--- src/rtl/pos_screen_ctrl.sv ---
// pos_screen_ctrl: POS sale sequencer with switch debouncing and frame-latched display outputs
module pos_screen_ctrl #(
  parameter int DEBOUNCE_CYCLES = 250000,
  parameter int PRICE_STEP = 125,
  parameter int MAX_ITEMS = 15
) (
  input  logic        clk,
  input  logic        rst,
  input  logic [7:0]  sw,
  input  logic        vsync,
  output logic [2:0]  screen_sel,
  output logic [3:0]  disp_item,
  output logic [3:0]  disp_count,
  output logic [15:0] disp_total,
  output logic        busy
);
  localparam int CW = DEBOUNCE_CYCLES > 1 ? $clog2(DEBOUNCE_CYCLES) : 1;
  typedef enum logic [2:0] {IDLE = 3'd0, ENTRY = 3'd1, PAY = 3'd2, RECEIPT = 3'd3, ERR = 3'd4} state_t;
  state_t state, state_n;
  logic [7:0] sw_m, sw_s, db;
  logic [1:0] db_q;
  logic [CW-1:0] cnt [8];
  logic [3:0] count, item, code;
  logic [15:0] total;
  logic [31:0] sum;
  logic vs_q, vs_qq, confirm_p, cancel_p, conf, add, clear, unused_sw;
  assign unused_sw = ^db[5:4];
  assign confirm_p = db[7] & ~db_q[1];
  assign cancel_p = db[6] & ~db_q[0];
  assign conf = confirm_p & ~cancel_p;
  assign code = (state == IDLE && db[3:0] == 4'hF) ? 4'hE : db[3:0];
  assign sum = 32'(total) + (32'(code) + 32'd1) * 32'(PRICE_STEP);
  assign busy = state != IDLE;
  always_ff @(posedge clk)
    if (rst) begin
      db <= '0;
      for (int i = 0; i < 8; i++) cnt[i] <= '0;
    end else
      for (int i = 0; i < 8; i++)
        if (sw_s[i] == db[i]) cnt[i] <= '0;
        else if (cnt[i] == CW'(DEBOUNCE_CYCLES - 1)) begin
          db[i] <= sw_s[i];
          cnt[i] <= '0;
        end else cnt[i] <= cnt[i] + 1'b1;
  always_comb begin
    state_n = state;
    add = 1'b0;
    clear = 1'b0;
    case (state)
      IDLE: if (conf) begin
        state_n = ENTRY;
        add = 1'b1;
      end
      ENTRY: if (cancel_p) begin
        state_n = IDLE;
        clear = 1'b1;
      end else if (conf) begin
        if (db[3:0] == 4'hF) state_n = PAY;
        else if (32'(count) == 32'(MAX_ITEMS)) state_n = ERR;
        else add = 1'b1;
      end
      PAY: state_n = cancel_p ? ENTRY : conf ? RECEIPT : PAY;
      RECEIPT: if (cancel_p | confirm_p) begin
        state_n = IDLE;
        clear = 1'b1;
      end
      ERR: state_n = (cancel_p | confirm_p) ? ENTRY : ERR;
      default: state_n = IDLE;
    endcase
  end
  always_ff @(posedge clk)
    if (rst) begin
      sw_m <= '0;
      sw_s <= '0;
      db_q <= '0;
      vs_q <= 1'b0;
      vs_qq <= 1'b0;
      state <= IDLE;
      count <= '0;
      item <= '0;
      total <= '0;
      screen_sel <= '0;
      disp_item <= '0;
      disp_count <= '0;
      disp_total <= '0;
    end else begin
      sw_m <= sw;
      sw_s <= sw_m;
      db_q <= db[7:6];
      vs_q <= vsync;
      vs_qq <= vs_q;
      state <= state_n;
      count <= clear ? '0 : add ? count + 1'b1 : count;
      item <= add ? code : item;
      total <= clear ? '0 : add ? (sum > 32'hFFFF ? 16'hFFFF : sum[15:0]) : total;
      if (vs_qq & ~vs_q) begin
        screen_sel <= state;
        disp_item <= item;
        disp_count <= count;
        disp_total <= total;
      end
    end
endmodule

--- config.mk ---
export PLATFORM = sky130hd
export DESIGN_NAME = pos_screen_ctrl
export DESIGN_NICKNAME = d
export VERILOG_FILES = /design/src/rtl/pos_screen_ctrl.sv
export SDC_FILE = /design/constraint.sdc
export NUM_CORES = 1
export LEC_CHECK = 0
export CAP_MARGIN = 15
export CORE_ASPECT_RATIO = 1.75
export CORE_UTILIZATION = 35
export DETAILED_ROUTE_END_ITERATION = 8
export HOLD_SLACK_MARGIN = 0.06
export MAX_ROUTING_LAYER = met4
export PLACE_DENSITY_LB_ADDON = 0.12
export SYNTH_ARGS = -nofsm -noshare
export SYNTH_HDL_FRONTEND = slang
export SYNTH_SLANG_ARGS = --single-unit
--- constraint.sdc ---
create_clock -name clk -period 5.3 [get_ports clk]
set_clock_uncertainty 0.2 [all_clocks]
set_input_delay 0.795 -clock clk [delete_from_list [all_inputs] [get_ports clk]]
set_output_delay 0.795 -clock clk [all_outputs]
set_load 0.03 [all_outputs]
==> flow_metrics.env <==
export IMPL_hold_worst_slack_ns=0.239
export IMPL_critPathLaunchType="flip-flop"
export IMPL_fin_crit_sh_pct=95.2
export IMPL_reg2reg_from="state[0]"
export IMPL_antenna_left=0
export IMPL_yosys_warnings=0
export IMPL_root_buffer="clkbuf_16"
export IMPL_power_density_mw_per_mm2=263
export IMPL_swShare_pct=22.1
export IMPL_synth_area_mm2=0.00962
export IMPL_p_comb_share_pct=3.1
export IMPL_relSlewSlack_pct=33.7
export IMPL_overflow=0
export IMPL_utilization_pct=42.5
export IMPL_min_path_type="flip-flop to flip-flop"
export IMPL_rsz0062_at_grt="false"
export IMPL_peakVddDrop_mv=0.199
export IMPL_cp_max_fo=13
export IMPL_async_reset_ff_share_pct=0
export IMPL_p_int_w=0.00233
export IMPL_hold_violations=0
export IMPL_synth_edf_count=108
export IMPL_clockBufferDepth=2
export IMPL_hold_start="sw_m[6]"
export IMPL_r2r_setup_slack_ns=0.25
export IMPL_fin_crit_ns=5.05
export IMPL_antenna_found_initial=0
export IMPL_holdBufCountCts=0
export IMPL_fin_nets=1158
export IMPL_crit_start="state[0]"
export IMPL_synth_seq_cells=184
export IMPL_grt_pass1_wl_um=32700
export IMPL_coreArea_mm2=0.0268
export IMPL_finalSetupTns_ns=0
export IMPL_vias_per_cell=4.62
export IMPL_max_freq_ghz=0.198
export IMPL_dieArea_mm2=0.0282
export IMPL_tightest_slew_ns=0.990
export IMPL_grt_start_max_net_pins=40
export IMPL_grt_pass1_vias=6878
export IMPL_met2_usage_pct=27.1
export IMPL_detailedPlacementHpwl_um=13900
export IMPL_max_cap_viol_count=0
export IMPL_use_met3_pct=2.68
export IMPL_ys_types=55
export IMPL_track_usage_pct=15.2
export IMPL_syn_inst=958
export IMPL_io_buffer_count=36
export IMPL_htree_levels=4
export IMPL_rows=79
export IMPL_place_gp_congestion=0.803
export IMPL_vias=6824
export IMPL_worstPathArrival_ns=5.18
export IMPL_n_antenna_cell=0
export IMPL_leakage_nw=4.23
export IMPL_start_util_pct=35.9
export IMPL_areaGrowthSynthToFinish_pct=18.5
export IMPL_clkLatencyLatePin_ns=0.44
export IMPL_fp_dieW_um=127
export IMPL_first_iter_violations=227
export IMPL_critPathCaptureType="flip-flop"
export IMPL_ys_flop_type="edfxtp_1"
export IMPL_p_sw_w=0.000660
export IMPL_post_drt_wl_per_cell_um=13.1
export IMPL_firstDrtPassIters=4
export IMPL_cts_sinks=184
export IMPL_yosysSeqAreaShare_pct=49.6
export IMPL_fp_dieH_um=221
export IMPL_status="completed"
export IMPL_met1_usage_pct=16.2
export IMPL_cts_setup_buffers=0
export IMPL_drc_errors=0
export IMPL_tritoncts="done"
export IMPL_drive_above_1_share_pct=5.85
export IMPL_setup_viol=0
export IMPL_report_final_slew_viol_count=0
export IMPL_critPathKind="flip-flop to flip-flop"
export IMPL_clock_power_share_pct=43.7
export IMPL_clkTransAtPathRegs_ns=0.07
export IMPL_io_pins=39
export IMPL_cts_buffers=17
export IMPL_totalWireLength_um=19300
export IMPL_cp_required_ns=5.43
export IMPL_postSynthAreaPerCell_um2=10.0
export IMPL_busiest_layer="met2"
export IMPL_power_frac_seq_pct=53.2
## area by class of cell
class / instances / area, um^2
inverter: 41 / 154
fill: 2668 / 15400
timing repair buffer: 53 / 483
multi-input combinational: 802 / 4930
tap: 364 / 455
sequential: 184 / 4760
clock inverter: 9 / 81.3
clock buffer: 23 / 522
## Yosys cell counts, types with 3 or more instances
library cell / number / area [um^2]
nand3_1: 45 / 225
edfxtp_1: 108 / 3240
nand3b_1: 3 / 22.5
a21oi_1: 40 / 200
nand2b_1: 3 / 18.8
nand2_1: 96 / 360
xor2_1: 61 / 534
o21ai_0: 11 / 55.1
buf_1: 3 / 11.3
nor2b_1: 21 / 131
and3_1: 13 / 81.3
or2_2: 3 / 18.8
o221a_1: 10 / 113
clkbuf_1: 20 / 75.1
ha_1: 37 / 463
nor4_1: 12 / 75.1
a21o_1: 5 / 37.5
buf_2: 9 / 45.0
nor2_1: 155 / 582
o221a_2: 3 / 33.8
nor3_1: 16 / 80.1
fa_1: 11 / 220
dfxtp_1: 76 / 1520
mux2i_1: 13 / 130
inv_1: 41 / 154
buf_6: 4 / 45.0
and4_1: 8 / 70.1
nand4_1: 27 / 169
nor4b_1: 3 / 26.3
xnor2_1: 60 / 526
or3_1: 10 / 62.6
## path summary, 6_finish.rpt
check,to,depth (start not counted)
hold reg to reg,sw_s[6],1
setup reg to reg,total[2],17
hold / removal,sw_s[6],1
setup / recovery,total[2],17
## cells in the final DEF, fill, tap and decap left out, types with 13 or more instances in the layout
cell type and count:
a21oi_1 40, and3_1 13, buf_4 17, clkbuf_16 20, clkdlybuf4s50_1 35, conb_1 108
dfxtp_1 76, edfxtp_1 108, ha_1 37, inv_1 41, mux2i_1 13, nand2_1 96
nand3_1 45, nand4_1 27, nor2_1 155, nor2b_1 20, nor3_1 16, xnor2_1 60
xor2_1 60
## stage by stage
step                cells  total power (W)  worst slack, ns  instance area, um^2
detailed placement   1444          0.00172            0.194                10800
CTS                  1476          0.00304            0.136                11400
floorplan            1065          0.00169           0.0279                10000
finish               1476          0.00299            0.254                11400
global placement     1444          0.00172            0.194                10800
global route         1476          0.00310           0.0175                11400
## per-layer routing
metal	up-vias	part of all wire, %
met5	-	0
met4	0	2.2
met3	24	1.9
met2	51	54
met1	3259	42
li1	3490	-
## state kept, by name (all words and copies together), names as in the netlist
register,flops
vs_q,1
sw_m,6
cnt,108
vs_qq,1
disp_count,4
total,16
disp_item,4
count,4
sw_s,6
db_q,2
db,6
screen_sel,3
item,4
state,3
disp_total,16
## cells by family after synthesis
family | Yosys count | share of synthesized area, %
fa+ha+maj | 48 | 7.10
simple gates | 425 | 21.0
xor+xnor | 121 | 11.0
buf+inv | 79 | 3.59
compound gates | 87 | 6.34
mux | 13 | 1.35
flops | 184 | 49.6
other cells | 1 | 0.0390
## worst max-delay path, stage by stage, from the launching register on
cell      delay (ns)
dfxtp_1         0.31
or3_4           0.39
o21a_1          0.21
ha_1            0.25
and3_1          0.24
fa_2            0.53
fa_1            0.56
inv_1           0.06
fa_1            0.53
inv_1           0.04
ha_1            0.31
a21o_1          0.19
a221oi_2        0.32
o211ai_2        0.17
nand3_1         0.15
o21ai_2         0.06
buf_4           0.19
o221a_2         0.25
## power by group through the flow
stage / Sequential [W] / Combinational [W] / Clock [W]
after floorplan: 0.00161 / 0.0000740 / 0
after global placement: 0.00162 / 0.0000921 / 0
after detailed placement: 0.00163 / 0.0000923 / 0
after CTS: 0.00159 / 0.0000929 / 0.00136
after global routing: 0.00160 / 0.000108 / 0.00139
final: 0.00159 / 0.0000925 / 0.00131
## timing repair
| action | in CTS | in global routing |
|---|---|---|
| hold endpoints to repair | 0 | 0 |
| gates resized for setup | 0 | 2 |
| setup endpoints to repair | 0 | 6 |
(Power assumes the default switching activity.)
